===== src/rtl/seg7_pkg.sv =====
// seg7_pkg: segment/anode encodings and FSM state shared by the
// seg7_capture display-bus receiver and its pattern decoder.
package seg7_pkg;

   // active-low cathodes, bit order gfedcba
   localparam logic [6:0] SEG_0     = 7'b1000000;
   localparam logic [6:0] SEG_1     = 7'b1111001;
   localparam logic [6:0] SEG_2     = 7'b0100100;
   localparam logic [6:0] SEG_3     = 7'b0110000;
   localparam logic [6:0] SEG_4     = 7'b0011001;
   localparam logic [6:0] SEG_5     = 7'b0010010;
   localparam logic [6:0] SEG_6     = 7'b0000010;
   localparam logic [6:0] SEG_7     = 7'b1111000;
   localparam logic [6:0] SEG_8     = 7'b0000000;
   localparam logic [6:0] SEG_9     = 7'b0010000;
   localparam logic [6:0] SEG_MINUS = 7'b0111111;
   localparam logic [6:0] SEG_BLANK = 7'b1111111;

   localparam logic [3:0] AN_DIG0 = 4'b1110;
   localparam logic [3:0] AN_DIG1 = 4'b1101;
   localparam logic [3:0] AN_DIG2 = 4'b1011;
   localparam logic [3:0] AN_DIG3 = 4'b0111;
   localparam logic [3:0] AN_NONE = 4'b1111;

   typedef enum logic {
      ST_CAPTURE = 1'b0,
      ST_EMIT    = 1'b1
   } state_e;

endpackage


===== src/rtl/seg7_pattern_decode.sv =====
// seg7_pattern_decode: classifies one active-low segment pattern as
// a decimal digit, the minus sign or blank.
module seg7_pattern_decode
   import seg7_pkg::*;
(
   input  logic [6:0] seg,
   output logic       is_digit,
   output logic       is_minus,
   output logic       is_blank,
   output logic [3:0] digit
);

   always_comb begin
      is_digit = 1'b1;
      digit    = 4'd0;
      case (seg)
         SEG_0:   digit = 4'd0;
         SEG_1:   digit = 4'd1;
         SEG_2:   digit = 4'd2;
         SEG_3:   digit = 4'd3;
         SEG_4:   digit = 4'd4;
         SEG_5:   digit = 4'd5;
         SEG_6:   digit = 4'd6;
         SEG_7:   digit = 4'd7;
         SEG_8:   digit = 4'd8;
         SEG_9:   digit = 4'd9;
         default: is_digit = 1'b0;
      endcase
   end

   assign is_minus = (seg == SEG_MINUS);
   assign is_blank = (seg == SEG_BLANK);

endmodule


===== src/rtl/seg7_capture.sv =====
// seg7_capture: samples a multiplexed 4-digit 7-segment bus and
// rebuilds the shown value once per frame. SEG7_CAPTURE_ERRCNT_EN adds err_count.
module seg7_capture
   import seg7_pkg::*;
#(
   parameter int STABLE_CYCLES = 4,
   parameter int FRAME_CYCLES  = 800
) (
   input  logic       clk,
   input  logic       rst_n,
   input  logic [3:0] an,
   input  logic [6:0] seg,
   output logic [3:0] value,
   output logic       valid,
   output logic       err
`ifdef SEG7_CAPTURE_ERRCNT_EN
   ,
   output logic [7:0] err_count
`endif
);

   localparam int SW = (STABLE_CYCLES > 1) ? $clog2(STABLE_CYCLES) : 1;
   localparam int WW = $clog2(FRAME_CYCLES);
   localparam logic [SW-1:0] STAB_MAX = SW'(STABLE_CYCLES - 1);
   localparam logic [SW-1:0] STAB_PRE = SW'(STABLE_CYCLES - 2);
   localparam logic [WW-1:0] WIN_LAST = WW'(FRAME_CYCLES - 1);

   state_e        state_q, state_d;
   logic [WW-1:0] win_q, win_d;
   logic [SW-1:0] stab_q, stab_d;
   logic [10:0]   last_q, last_d;
   logic [3:0]    mag_q, mag_d;
   logic          mag_seen_q, mag_seen_d;
   logic          neg_seen_q, neg_seen_d;
   logic          ferr_q, ferr_d;
   logic [3:0]    value_q, value_d;
   logic          valid_q, valid_d;
   logic          err_q, err_d;

   logic       is_digit, is_minus, is_blank;
   logic [3:0] digit;
   logic       an_one, an_none, ghost, same, accept;

   seg7_pattern_decode u_dec (
      .seg      (seg),
      .is_digit (is_digit),
      .is_minus (is_minus),
      .is_blank (is_blank),
      .digit    (digit)
   );

   assign an_one  = an inside {AN_DIG0, AN_DIG1, AN_DIG2, AN_DIG3};
   assign an_none = (an == AN_NONE);
   assign ghost   = !an_one && !an_none;
   // a new window always starts a fresh run
   assign same    = ({an, seg} == last_q) && (win_q != '0);

   always_comb begin
      state_d    = state_q;
      win_d      = win_q;
      stab_d     = stab_q;
      last_d     = last_q;
      mag_d      = mag_q;
      mag_seen_d = mag_seen_q;
      neg_seen_d = neg_seen_q;
      ferr_d     = ferr_q;
      value_d    = value_q;
      valid_d    = 1'b0;
      err_d      = err_q;
      accept     = 1'b0;
      case (state_q)
         ST_CAPTURE: begin
            win_d  = win_q + 1'b1;
            last_d = {an, seg};
            if (win_q == WIN_LAST) state_d = ST_EMIT;
            if (ghost) begin
               stab_d = '0;
               ferr_d = 1'b1;
            end else if (same) begin
               if (stab_q != STAB_MAX) stab_d = stab_q + 1'b1;
               accept = (stab_q == STAB_PRE);
            end else begin
               stab_d = '0;
            end
            if (accept) begin
               if (an == AN_DIG0) begin
                  if (is_digit && digit <= 4'd8) begin
                     if (mag_seen_q && mag_q != digit) ferr_d = 1'b1;
                     mag_d      = digit;
                     mag_seen_d = 1'b1;
                  end else begin
                     ferr_d = 1'b1;
                  end
               end else if (an == AN_DIG1) begin
                  if (is_minus) neg_seen_d = 1'b1;
                  else if (!is_blank) ferr_d = 1'b1;
               end else if (!an_none && !is_blank) begin
                  ferr_d = 1'b1;
               end
            end
         end
         ST_EMIT: begin
            state_d    = ST_CAPTURE;
            win_d      = '0;
            stab_d     = '0;
            mag_seen_d = 1'b0;
            neg_seen_d = 1'b0;
            ferr_d     = 1'b0;
            valid_d    = 1'b1;
            err_d      = ferr_q;
            if (!mag_seen_q) begin
               err_d = 1'b1;
            end else if (!neg_seen_q) begin
               if (mag_q == 4'd8) err_d = 1'b1;
               else value_d = mag_q;
            end else begin
               if (mag_q == 4'd0) err_d = 1'b1;
               else value_d = ~mag_q + 4'd1;
            end
         end
         default: state_d = ST_CAPTURE;
      endcase
   end

   always_ff @(posedge clk or negedge rst_n) begin
      if (!rst_n) begin
         state_q    <= ST_CAPTURE;
         win_q      <= '0;
         stab_q     <= '0;
         last_q     <= '0;
         mag_q      <= '0;
         mag_seen_q <= 1'b0;
         neg_seen_q <= 1'b0;
         ferr_q     <= 1'b0;
         value_q    <= '0;
         valid_q    <= 1'b0;
         err_q      <= 1'b0;
      end else begin
         state_q    <= state_d;
         win_q      <= win_d;
         stab_q     <= stab_d;
         last_q     <= last_d;
         mag_q      <= mag_d;
         mag_seen_q <= mag_seen_d;
         neg_seen_q <= neg_seen_d;
         ferr_q     <= ferr_d;
         value_q    <= value_d;
         valid_q    <= valid_d;
         err_q      <= err_d;
      end
   end

   assign value = value_q;
   assign valid = valid_q;
   assign err   = err_q;

`ifdef SEG7_CAPTURE_ERRCNT_EN
   logic [7:0] ecnt_q, ecnt_d;

   always_comb begin
      ecnt_d = ecnt_q;
      if (state_q == ST_EMIT && err_d && ecnt_q != 8'hff)
         ecnt_d = ecnt_q + 8'd1;
   end

   always_ff @(posedge clk or negedge rst_n) begin
      if (!rst_n) ecnt_q <= '0;
      else        ecnt_q <= ecnt_d;
   end

   assign err_count = ecnt_q;
`endif

endmodule


===== config.mk =====
export PLATFORM = sky130hd
export DESIGN_NAME = seg7_capture
export DESIGN_NICKNAME = d
export VERILOG_FILES = /design/src/rtl/seg7_pkg.sv /design/src/rtl/seg7_pattern_decode.sv /design/src/rtl/seg7_capture.sv
export SDC_FILE = /design/constraint.sdc
export NUM_CORES = 1
export LEC_CHECK = 0
export BUFFER_PORTS_ARGS = -buffer_cell sky130_fd_sc_hd__buf_2
export CAP_MARGIN = 20
export CORE_MARGIN = 1
export CORE_UTILIZATION = 30
export CTS_CLUSTER_SIZE = 14
export DETAILED_ROUTE_END_ITERATION = 8
export GPL_ROUTABILITY_DRIVEN = 0
export PLACE_DENSITY = 0.56
export SYNTH_ARGS = -nofsm -noshare
export SYNTH_HDL_FRONTEND = slang
export SYNTH_HIERARCHICAL = 1
export SYNTH_SLANG_ARGS = --single-unit

===== constraint.sdc =====
create_clock -name clk -period 2 [get_ports clk]
set_input_delay 0.1 -clock clk [delete_from_list [all_inputs] [get_ports clk]]
set_output_delay 0.1 -clock clk [all_outputs]
set_load 0.01 [all_outputs]

Word-level counts from Yosys, hierarchy flattened
Cells that the tools add are included.
- add/subtract/negate cells: 3
- multipliers: 0
- div/mod/pow operators: 0
- order comparisons: 1
- equality and inequality tests: 31
- shifts and indexed selects: 0
- muxes and demuxes: 39
- bitwise operators: 2
- reductions and logical operators: 17
- operators with widths (kind ; count):
    $pmux 4 s9 ; 1
    $eq 7x7->1 const B ; 4
    $mux 1 ; 26
    $eq 7x5->1 const B ; 3
    $eq 7x6->1 const B ; 3
    $eq 4x4->1 const B ; 5
    $pmux 10 s2 ; 1
    $ne 2x2->1 const B ; 9
    $mux 4 ; 3
    $reduce_and 4->1 ; 3
    $eq 11x11->1 ; 1
    $add 10x1->10 const B ; 1
    $eq 10x10->1 const B ; 1
    $reduce_bool 10->1 ; 1
    $reduce_or 10->1 ; 1
    $pmux 1 s2 ; 4
    $eq 7x2->1 const B ; 1
    $logic_not 7->1 ; 1
    $mux 2 ; 3
    $logic_and 1x1->1 ; 5
    $add 4x1->4 const B ; 1
    $eq 4x3->1 const B ; 1
    $le 4x4->1 const B ; 1
    $logic_not 4->1 ; 1
    other kinds (10) ; 12
- flip-flop bits (word level): 37
- latch bits: 0
- RAM bits: 0
- ROM bits: 0
- input port bits: 13
- output and inout port bits: 6
- logic and storage cells: 104
- memories: 0

Depth between registers and ports, before layout
Gate-level depths: netlist of run 1.
- word-level depth: 11
- depth in mapped cells: 10

By module
Netlist of run 1, hierarchy kept.
- by module, submodules not included (module ; instances ; cells an instance ; area an instance (µm²) ; sequential area each (µm²)):
    seg7_capture ; 1 ; 174 ; 1920.6 ; 925.9
    seg7_pattern_decode ; 1 ; 32 ; 219.0 ; 0.0

Least setup slack after synthesis of run 1
Ideal clock, no wire load.
- kind: input -> register
- start: in seg[1]
- end: reg mag_q[0]
- arrival: 2083 ps
- data required time: 1875 ps
- path slack: -208 ps
- stages on the path: 10
- buffers on the path: 2
- cell sequence: buf_2 > and4b_2 > o21ai_0 > o41ai_1 > o31a_1 > nor4b_2 > and3_1 > and4_1 > buf_6 > mux2_4
- RTL lines (what ; RTL line ; text):
    start, declared ; seg7_capture.sv:12 ; input logic [6:0] seg,
    $eq 7x5->1, or another cell as far along ; seg7_pattern_decode.sv:16 ; case (seg)
    $pmux 4 s9 * ; seg7_pattern_decode.sv:16 ;
    via digit[2] ; seg7_capture.sv:41 ; logic [3:0] digit;
    $le 4x4->1 * ; seg7_capture.sv:87 ; if (is_digit && digit <= 4'd8) begin
    $logic_and 1x1->1 * ; seg7_capture.sv:87 ;
    $reduce_and 4->1 (no line) * ; - ;
    end signal, assigned ; seg7_capture.sv:143 ; mag_q <= mag_d;
    end, declared ; seg7_capture.sv:32 ; logic [3:0] mag_q, mag_d;
The timed path passes the listed nets; every way through them passes the cells marked *. The select of a mux whose other input is x is not followed.
A chain may end at the register's enable or synchronous reset.

Worst setup path after layout of run 1
- start: in seg[0]
- end: reg mag_q[2]
- RTL lines (what ; RTL line):
    $eq 7x5->1, or another cell as far along ; seg7_pattern_decode.sv:16
    $pmux 4 s9 * ; seg7_pattern_decode.sv:16
    via digit[2] ; seg7_capture.sv:41
    $le 4x4->1 ; seg7_capture.sv:87
    $logic_and 1x1->1 ; seg7_capture.sv:87
    $reduce_and 4->1 (no line) ; -
Marks and branches as above.

==> metrics.md, run 1 <==
| Metric | Value |
|---|---|
| Starting density of the core | `0.313` |
| Fraction of layout cells with a size suffix above 1 | `0.308` |
| Crit path DAT | `2.04 ns` |
| Clk Latency, worst-skew pair | `0.29 ns` |
| Post-synth EDFFs | `0` |
| Clk root buf | `clkbuf_8` |
| Via count | `1,664` |
| Worst-path clk slew | `0.08 ns` |
| Routed vias/inst | `4.77` |
| CTS Sinks | `37` |
| Fmax | `538 MHz` |
| Worst slew pin tran | `0.835 ns` |
| DIE HEIGHT | `86.5 um` |
| Crit. End Element | `flip-flop` |
| CP startpoint | `seg[0]` |
| Synth top area share | `0.433` |
| Outcome | `finished, final reports clean` |
| Floorplan row count | `30` |
| Final instance area | `2670 um2` |
| Mapped Cells | `206` |
| TritonCTS Buffers | `5` |
| Leading post-synthesis cells by cell area | `dfrtp_1, xnor2_1, mux2_2` |
| Syn avg cell area | `10.4 um2` |
| Asr flop ratio synth | `1.00` |
| Detailed-route wire length per cell | `12.0 um` |
| Most frequent cells in the layout | `dfrtp_1, buf_4, nor2_1` |
| Syn Nets | `224` |
| Worst reg2reg setup slack | `0.25 ns` |
| Antenna viol nets, final | `0` |
| Fin crit period | `1.86 ns` |
| Post-route DRC violation count | `0` |
| GRT overflow | `0` |
| Overall Power | `1.58 mW` |
| CP Launch Type | `input pin` |
| H-tree depth | `2` |
| Fin nets | `270` |
| Maximum number of pins on one net before global-route repair | `38` |
| DP Area | `2520 um2` |
| Slew HR | `0.443` |
| Iter 0 DRT Violations | `65` |
| Yosys top cell by area | `dfrtp_1` |
| # diodes | `0` |
| Yosys warns | `6` |
| Worst min-delay path category | `in2reg` |
| Clock Path Buffers | `2` |
| Post-synth top flop | `dfrtp_1` |
| Synth cell types | `48` |
| Cell area after synthesis | `2140 um2` |
| Detailed Place HPWL | `3180 um` |
| PwrDens | `594 nW/um2` |
| Vias in the first global route | `1,659` |
| Synth Register Bits | `37` |
| Max_cap viols | `0` |
| Crit-path max FO | `6` |
| Number of antenna violations at the first check in global routing | `0` |
| GRT Total Usage | `0.127` |
| Final slew viol count | `0` |
| Most common cell after layout, fill and taps aside | `dfrtp_1` |
| IO Port Bufs | `18` |
| Critical path class | `in2reg` |
| Endpoints failing setup | `0` |
| Core Util, Final | `0.390` |
| Final WL | `4170 um` |
| RSZ-0062 raised after global routing | `false` |
| Iteration count of the initial detailed-routing pass | `4` |
| Worst Hold Launch | `an[2]` |
| Final Skew | `0.0117 ns` |
| Synthesis-to-layout area growth | `24.6%` |
| Final worst path period share | `0.929` |
| CTS tree | `yes` |
| Register area share after synthesis | `0.433` |
| # IOs | `19` |
| Die extent in x | `86.5 um` |
| Final Hold Fails | `0` |
| Peak supply drop | `0.000345 V` |
| DIE AREA | `7470 um2` |
| Floorplan Core Area | `6830 um2` |
| Worst EP required | `2.18 ns` |
| Worst r2r src | `win_q[2]` |
| LEAKAGE | `1.20 nW` |
| Global-route wire length before repair | `7490 um` |
## worst max-delay path, stage by stage
cell	delay (ns)
buf_2	0.13
and4b_2	0.24
o21ai_2	0.16
o41ai_2	0.11
o31a_1	0.30
nor4b_2	0.24
and3_1	0.19
and4_4	0.26
mux2_4	0.31
## registers in the layout, summed over array words and instances, names as in the netlist, 2 cells and up
name / cells
mag_q: 4
last_q: 11
value: 4
stab_q: 2
win_q: 10
## cell type report
type / count / area, um2
clock inverter: 1 / 30.0
tap: 96 / 120
clock buffer: 7 / 86.3
inverter: 13 / 48.8
timing repair buffer: 45 / 308
sequential: 37 / 926
fill: 734 / 4170
multi-input combinational: 150 / 1150
## report_power, final
| part | internal (mW) | leakage, nW | switching, mW |
|---|---|---|---|
| Clock | 0.407 | 0.0585 | 0.254 |
| Sequential | 0.759 | 0.472 | 0.00690 |
| Combinational | 0.0763 | 0.671 | 0.0804 |
## final timing paths
| check | to | depth (start not counted) |
|---|---|---|
| max | mag_q[2] | 9 |
| min | last_q[9] | 2 |
| max reg2reg | mag_q[2] | 5 |
| min reg2reg | win_q[0] | 1 |
| max in group asynchronous | last_q[7] | 2 |
| min in group asynchronous | win_q[5] | 2 |
## Yosys cell counts (3+ instances only)
cell type  count
a21oi_1        9
and3_1         3
dfrtp_1       37
ha_1           5
inv_1         13
mux2_2        12
mux2_4         4
nand2_1        5
nand3_1        7
nand4_1       10
nor2_1        24
nor2b_1        3
nor3_1         4
o21ai_0        4
xnor2_1       16
xor2_1         9
## stage by stage
stage | setup slack [ns] | setup TNS (ns) | hold WS, ns | std cells
floorplan | -0.0930 | -0.372 | -0.196 | 206
global placement | -0.284 | -1.33 | 0.252 | 339
detailed placement | -0.329 | -1.55 | 0.251 | 339
CTS | 0.0365 | 0 | 0.131 | 348
global route | 0.0127 | 0 | 0.143 | 349
finish | 0.142 | 0 | 0.147 | 349
## timing repair
action / in CTS / in global routing
endpoints found under the hold margin: 37 / 0
cloned: 0 / 0
buffers inserted: 0 / 1
endpoints found under the setup margin: 4 / 5
pin swaps: 0 / 2
hold buffers: 1 / 0
gates resized for setup: 1 / 2
## cells by family (layout without fill, tap and decap cells)
kind of cell | count (synthesis) | count (layout) | synth area share
AOI/OAI and AO/OA | 27 | 27 | 0.0842
adders and majority gates | 6 | 6 | 0.0345
buffers and inverters | 19 | 66 | 0.0415
and+or+nand+nor | 75 | 75 | 0.209
muxes | 17 | 17 | 0.0959
xor gates and xnor gates | 25 | 25 | 0.102
DFF | 37 | 37 | 0.433
## layer usage
layer  GRT usage  wire length [um]  vias up
li1            -                 -      826
met1       0.170              2080      810
met2       0.203              1910       24
met3      0.0314               134        4
met4      0.0364                43        0
met5           0                 0        -
Note: power is estimated with default switching activity, not from simulation.
==> inputs of run 2 (changes only) <==
--- a/config.mk
+++ b/config.mk
@@ -12,8 +12,10 @@
 export CTS_CLUSTER_SIZE = 14
 export DETAILED_ROUTE_END_ITERATION = 8
 export GPL_ROUTABILITY_DRIVEN = 0
+export MAX_ROUTING_LAYER = met4
 export PLACE_DENSITY = 0.56
 export SYNTH_ARGS = -nofsm -noshare
 export SYNTH_HDL_FRONTEND = slang
 export SYNTH_HIERARCHICAL = 1
 export SYNTH_SLANG_ARGS = --single-unit
+export TNS_END_PERCENT = 20
==> run 2 against run 1 <==
Compared with the run above: critical path depth stayed put; total power hardly changed; routed wire length is 0.17% lower; clock power hardly changed; register-to-register slack hardly changed; sequential power hardly changed; first-iteration DRC count is 4.6% higher.
==> metrics.md, run 2 (synthesis results as in run 1) <==
| Metric | Value |
|---|---|
| Outcome | `finished, final reports clean (unchanged)` |
| Floorplan row count | `30 (unchanged)` |
| Crit path to | `mag_q[2] (unchanged)` |
| Synthesis-to-layout area growth | `24.6% (unchanged)` |
| # IOs | `19 (unchanged)` |
| Maximum number of pins on one net before global-route repair | `38 (unchanged)` |
| Via count | `1,658 (was 1,664)` |
| Crit path DAT | `2.04 ns (about the same)` |
| Detailed-route wire length per cell | `11.9 um (was 12.0 um)` |
| Clk root buf | `clkbuf_8 (unchanged)` |
| Die extent in x | `86.5 um (unchanged)` |
| Overall Power | `1.58 mW (about the same)` |
| Final Skew | `0.0117 ns (about the same)` |
| Crit-path max FO | `6 (unchanged)` |
| Max reg flops | `11 (unchanged)` |
| Worst reg2reg setup slack | `0.25 ns (about the same)` |
| Max_cap viols | `0 (unchanged)` |
| Crit. End Element | `flip-flop (unchanged)` |
| Fin crit period | `1.86 ns (about the same)` |
| DIE HEIGHT | `86.5 um (unchanged)` |
| Top flop regs | `last_q x11, win_q x10 (unchanged)` |
| Slew HR | `0.443 (about the same)` |
| Most common cell after layout, fill and taps aside | `dfrtp_1 (unchanged)` |
| LEAKAGE | `1.20 nW (unchanged)` |
| # diodes | `0 (unchanged)` |
| Most frequent cells in the layout | `dfrtp_1, buf_4, nor2_1 (unchanged)` |
| Clock Path Buffers | `2 (unchanged)` |
| Global-route wire length before repair | `7490 um (about the same)` |
| TritonCTS Buffers | `5 (unchanged)` |
| Worst path cell trace | `buf_2, and4b_2, o21ai_2, o41ai_2, o31a_1, nor4b_2, and3_1, and4_4, mux2_4 (unchanged)` |
| Number of antenna violations at the first check in global routing | `0 (unchanged)` |
| PwrDens | `594 nW/um2 (about the same)` |
| Detailed Place HPWL | `3180 um (unchanged)` |
| Worst slew pin tran | `0.836 ns (was 0.835 ns)` |
| Endpoints failing setup | `0 (unchanged)` |
| Final slew viol count | `0 (unchanged)` |
| Final worst path period share | `0.929 (about the same)` |
| Fmax | `538 MHz (about the same)` |
| Buffers & Inverters on Critical Path | `1 (unchanged)` |
| Post-route DRC violation count | `0 (unchanged)` |
| RSZ-0062 raised after global routing | `false (unchanged)` |
| Fraction of layout cells with a size suffix above 1 | `0.308 (unchanged)` |
| H-tree depth | `2 (unchanged)` |
| Routed vias/inst | `4.75 (was 4.77)` |
| Antenna viol nets, final | `0 (unchanged)` |
| Final Hold Fails | `0 (unchanged)` |
| Setup TNS | `0 ns (unchanged)` |
| CP delay by family, top | `simple AND/OR/NAND/NOR gates (unchanged)` |
| Final WL | `4160 um (was 4170 um)` |
| Worst EP required | `2.18 ns (about the same)` |
| Number of cells on the critical path | `9 (unchanged)` |
| Worst min-delay path category | `in2reg (unchanged)` |
| Critical path class | `in2reg (unchanged)` |
| GRT Total Usage | `0.131 (was 0.127)` |
| CTS Sinks | `37 (unchanged)` |
| CP Launch Type | `input pin (unchanged)` |
| Clk Latency, worst-skew pair | `0.29 ns (about the same)` |
| Worst-path clk slew | `0.08 ns (about the same)` |
| Worst r2r src | `win_q[2] (unchanged)` |
| Fin nets | `270 (unchanged)` |
| Path depth of the worst reg2reg path | `5 (unchanged)` |
| CP max stage delay | `0.31 ns (about the same)` |
| IO Port Bufs | `18 (unchanged)` |
| Register with the most flip-flops | `last_q (unchanged)` |
| CTS tree | `yes (unchanged)` |
| Iter 0 DRT Violations | `68 (was 65)` |
| Floorplan Core Area | `6830 um2 (unchanged)` |
| Core Util, Final | `0.390 (unchanged)` |
| FF-to-FF End | `mag_q[2] (unchanged)` |
| DIE AREA | `7470 um2 (unchanged)` |
| CP startpoint | `seg[0] (unchanged)` |
| Vias in the first global route | `1,659 (unchanged)` |
| Iteration count of the initial detailed-routing pass | `4 (unchanged)` |
| GRT overflow | `0 (unchanged)` |
| Critical path's slowest cell | `mux2_4 (unchanged)` |
| Peak supply drop | `0.000345 V (about the same)` |
| Starting density of the core | `0.313 (unchanged)` |
-- run 2: layer usage --
| metal | track usage | routed length [um] |
|---|---|---|
| met5 | - | 0 |
| met4 | 0.0364 | 44 |
| met3 | 0.0314 | 123 |
| met2 | 0.203 | 1910 |
| met1 | 0.170 | 2090 |
-- run 2: worst min-delay path by stage --
stage / from / endpoint / slack, ns / cells past startpoint
2_1_floorplan: rst_n / err / -0.20 / 0
3_3_place_gp: rst_n / win_q[5] / 0.25 / 1
3_5_place_dp: rst_n / win_q[5] / 0.25 / 1
4_1_cts: an[2] / last_q[9] / 0.13 / 2
5_1_grt: an[2] / last_q[9] / 0.14 / 2
6_report: an[2] / last_q[9] / 0.15 / 2
-- run 2: metrics by stage --
stage                     worst slack [ns]  instance area (um2)  hold WS [ns]  cells
after floorplan                    -0.0930                 2160        -0.196    206
after global placement              -0.284                 2520         0.252    339
after detailed placement            -0.329                 2520         0.251    339
after CTS                           0.0365                 2650         0.131    348
after global routing                0.0127                 2670         0.143    349
final                                0.142                 2670         0.147    349
-- run 2: worst reg2reg max path, cell delays in order (launching register included) --
cell and delay, ns:
dfrtp_1 0.47, nor4_4 0.32, nand4_1 0.18, and3_1 0.21, and4_4 0.17, mux2_4 0.30
-- run 2: cell type report --
class / count / area, um2
clock buffers: 7 / 86.3
clock inverters: 1 / 30.0
fillers: 734 / 4170
inverters: 13 / 48.8
multi-input cells: 150 / 1150
flip-flops and latches: 37 / 926
well taps: 96 / 120
repair buffers: 45 / 308
-- run 2: report_power, final --
group	total, mW	leakage, nW	internal [mW]	switching [mW]
logic	0.157	0.671	0.0763	0.0804
clock network	0.661	0.0585	0.407	0.255
registers	0.766	0.472	0.759	0.00690
total	1.58	1.20	1.24	0.342
-- run 2: what timing repair did --
item,in CTS,in global routing
gates resized for setup,1,2
pin swaps,0,2
endpoints found under the hold margin,37,0
endpoints found under the setup margin,4,5
buffers inserted,0,1
hold buffers,1,0
==> inputs of run 3 (changes only) <==
--- a/config.mk
+++ b/config.mk
@@ -5,15 +5,15 @@
 export SDC_FILE = /design/constraint.sdc
 export NUM_CORES = 1
 export LEC_CHECK = 0
-export BUFFER_PORTS_ARGS = -buffer_cell sky130_fd_sc_hd__buf_2
 export CAP_MARGIN = 20
 export CORE_MARGIN = 1
-export CORE_UTILIZATION = 30
+export CORE_UTILIZATION = 45
 export CTS_CLUSTER_SIZE = 14
 export DETAILED_ROUTE_END_ITERATION = 8
+export DONT_BUFFER_PORTS = 1
 export GPL_ROUTABILITY_DRIVEN = 0
 export MAX_ROUTING_LAYER = met4
-export PLACE_DENSITY = 0.56
+export PLACE_DENSITY = 0.7
 export SYNTH_ARGS = -nofsm -noshare
 export SYNTH_HDL_FRONTEND = slang
 export SYNTH_HIERARCHICAL = 1
==> run 3 against run 2 <==
Compared with the run above: the run now ends with design-rule violations left; register-to-register slack worse by 0.05 ns; hold slack got worse by 0.14 ns; die area shrank 33%; largest power group unchanged; first-iteration DRC count is 54% higher; clock power about the same; final cell count down 19%; utilization is 17 points higher; routed wire length down 3.5%; combinational power shrank 28%; largest cell class unchanged.
==> metrics.md, run 3 (synthesis results as in run 1) <==
| Metric | Value |
|---|---|
| Outcome | `finished, violations left (was finished, final reports clean)` |
| Failing checks | `design-rule violations` |
| Iter 0 DRT Violations | `105 (was 68)` |
| Critical path class | `in2reg (unchanged)` |
| Post-route DRC violation count | `4 (was 0)` |
| Final slew viol count | `0 (unchanged)` |
| Fin nets | `247 (was 270)` |
| # IOs | `19 (unchanged)` |
| Crit path DAT | `2.00 ns (was 2.04 ns)` |
| Final instance area | `2500 um2 (was 2670 um2)` |
| Fin crit period | `1.83 ns (was 1.86 ns)` |
| Vias in the first global route | `1,566 (was 1,659)` |
| Fmax | `545 MHz (was 538 MHz)` |
| Area of the multi-input gates | `1140 um2 (was 1150 um2)` |
| Register area | `926 um2 (unchanged)` |
| Register with the most flip-flops | `last_q (unchanged)` |
| Top flop regs | `last_q x11, win_q x10 (unchanged)` |
| Max reg flops | `11 (unchanged)` |
| Met1 WL | `1940 um (was 2090 um)` |
| Synthesis-to-layout area growth | `17.0% (was 24.6%)` |
| Crit-path max FO | `10 (was 6)` |
| Final WL | `4020 um (was 4160 um)` |
| Worst reg2reg setup slack | `0.20 ns (was 0.25 ns)` |
| PwrDens | `616 nW/um2 (was 594 nW/um2)` |
| Final hold slack | `0.00449 ns (was 0.147 ns)` |
| DIE HEIGHT | `71.0 um (was 86.5 um)` |
| Number of antenna violations at the first check in global routing | `0 (unchanged)` |
| Antenna viol nets, final | `0 (unchanged)` |
| WL met3 | `98 um (was 123 um)` |
| Floorplan row count | `24 (was 30)` |
| Max_cap viols | `0 (unchanged)` |
| IO Port Bufs | `0 (was 18)` |
| RSZ-0062 raised after global routing | `false (unchanged)` |
| Clk Latency, worst-skew pair | `0.28 ns (was 0.29 ns)` |
| Floorplan Core Area | `4470 um2 (was 6830 um2)` |
| Final Skew | `0.00953 ns (was 0.0117 ns)` |
| DR WL met2 | `1950 um (was 1910 um)` |
| Fill cells | `361 (was 734)` |
| CTS tree | `yes (unchanged)` |
| Endpoints failing setup | `0 (unchanged)` |
| Worst slew pin tran | `0.387 ns (was 0.836 ns)` |
| LEAKAGE | `1.08 nW (was 1.20 nW)` |
| H-tree depth | `2 (unchanged)` |
| Non-filler instance count after layout | `282 (was 349)` |
| Iteration count of the initial detailed-routing pass | `6 (was 4)` |
| DIE AREA | `5030 um2 (was 7470 um2)` |
| Clk root buf | `clkbuf_8 (unchanged)` |
| CP Launch Type | `input pin (unchanged)` |
| CTS Sinks | `37 (unchanged)` |
| TritonCTS Buffers | `5 (unchanged)` |
| Placed insts | `261 (was 339)` |
| Detailed-route wire length per cell | `14.2 um (was 11.9 um)` |
| Clock Path Buffers | `2 (unchanged)` |
| Die extent in x | `71.0 um (was 86.5 um)` |
| Final Hold Fails | `0 (unchanged)` |
| Global-route wire length before repair | `7070 um (was 7490 um)` |
| Worst-path clk slew | `0.08 ns (about the same)` |
| Worst EP required | `2.17 ns (was 2.18 ns)` |
| Worst min-delay path category | `in2reg (unchanged)` |
| Fraction of layout cells with a size suffix above 1 | `0.187 (was 0.308)` |
| GRT overflow | `0 (unchanged)` |
| Most common cell after layout, fill and taps aside | `dfrtp_1 (unchanged)` |
| Routed vias/inst | `5.67 (was 4.75)` |
| Final worst path period share | `0.917 (was 0.929)` |
| Crit. End Element | `flip-flop (unchanged)` |
| GRT Total Usage | `0.184 (was 0.131)` |
| Starting density of the core | `0.478 (was 0.313)` |
| Via count | `1,600 (was 1,658)` |
| Detailed Place HPWL | `2790 um (was 3180 um)` |
| Highest routed metal layer | `met4 (unchanged)` |
| DP Area | `2240 um2 (was 2520 um2)` |
| Maximum number of pins on one net before global-route repair | `38 (unchanged)` |
| Peak supply drop | `0.000541 V (was 0.000345 V)` |
| Most frequent cells in the layout | `dfrtp_1, nor2_1, xnor2_1 (was dfrtp_1, buf_4, nor2_1)` |
| # diodes | `0 (unchanged)` |
| Slew HR | `0.739 (was 0.443)` |
[run 3: changes by cell type in the layout (fill, tap and decap cells not counted)]
cell and delta:
dlygate4sd3_1 +11, buf_2 -18, clkbuf_1 -1, o41ai_2 -1
and4_1 +1, buf_4 -16, and4_4 -1, o41ai_1 +1
clkinvlp_4 +1
[run 3: worst paths after layout]
| check | start | end | cells past startpoint |
|---|---|---|---|
| setup reg to reg | win_q[2] | mag_q[1] | 5 |
| setup / recovery | seg[3] | mag_q[1] | 8 |
| hold / removal | an[0] | neg_seen_q | 2 |
| max in group asynchronous | rst_n | stab_q[0] | 2 |
| hold reg to reg | state_q | valid | 0 |
| min in group asynchronous | rst_n | value[1] | 2 |
[run 3: area by class of cell]
type,instances,share of cell area
Multi-Input combinational cell,150,0.454
Sequential cell,37,0.370
Timing Repair Buffer,22,0.0830
Clock buffer,6,0.0330
Tap cell,52,0.0260
Inverter,13,0.0195
Clock inverter,2,0.0150
[run 3: routing by layer]
metal / vias up / global-route usage
met5: - / -
met4: 0 / 0.0533
met3: 4 / 0.0470
met2: 26 / 0.296
met1: 785 / 0.231
li1: 785 / -
[run 3: power by group]
group | switching, mW | internal (mW) | total (mW)
clock | 0.256 | 0.405 | 0.661
sequential | 0.00735 | 0.759 | 0.766
combinational | 0.0492 | 0.0643 | 0.113
[run 3: repair_timing]
item	in CTS	in global routing
resized for setup	0	0
endpoints found under the hold margin	48	0
hold buffers	13	0
buffers inserted	0	0
[run 3: worst max-delay path, stage by stage]
cell,delay (ns)
and4b_1,0.19
o211ai_1,0.20
o21ai_1,0.12
o31a_1,0.26
nor4b_2,0.29
and3_1,0.18
and4_1,0.34
mux2_4,0.33
[run 3: metrics by stage]
step | util | power, mW | worst slack, ns | setup TNS, ns
floorplan | - | 0.850 | -0.0930 | -0.372
global placement | 0.501 | 0.856 | -0.0893 | -0.356
detailed placement | 0.501 | 0.857 | -0.128 | -0.509
CTS | 0.560 | 1.56 | 0.171 | 0
global route | 0.560 | 1.60 | 0.0148 | 0
finish | 0.560 | 1.54 | 0.166 | 0
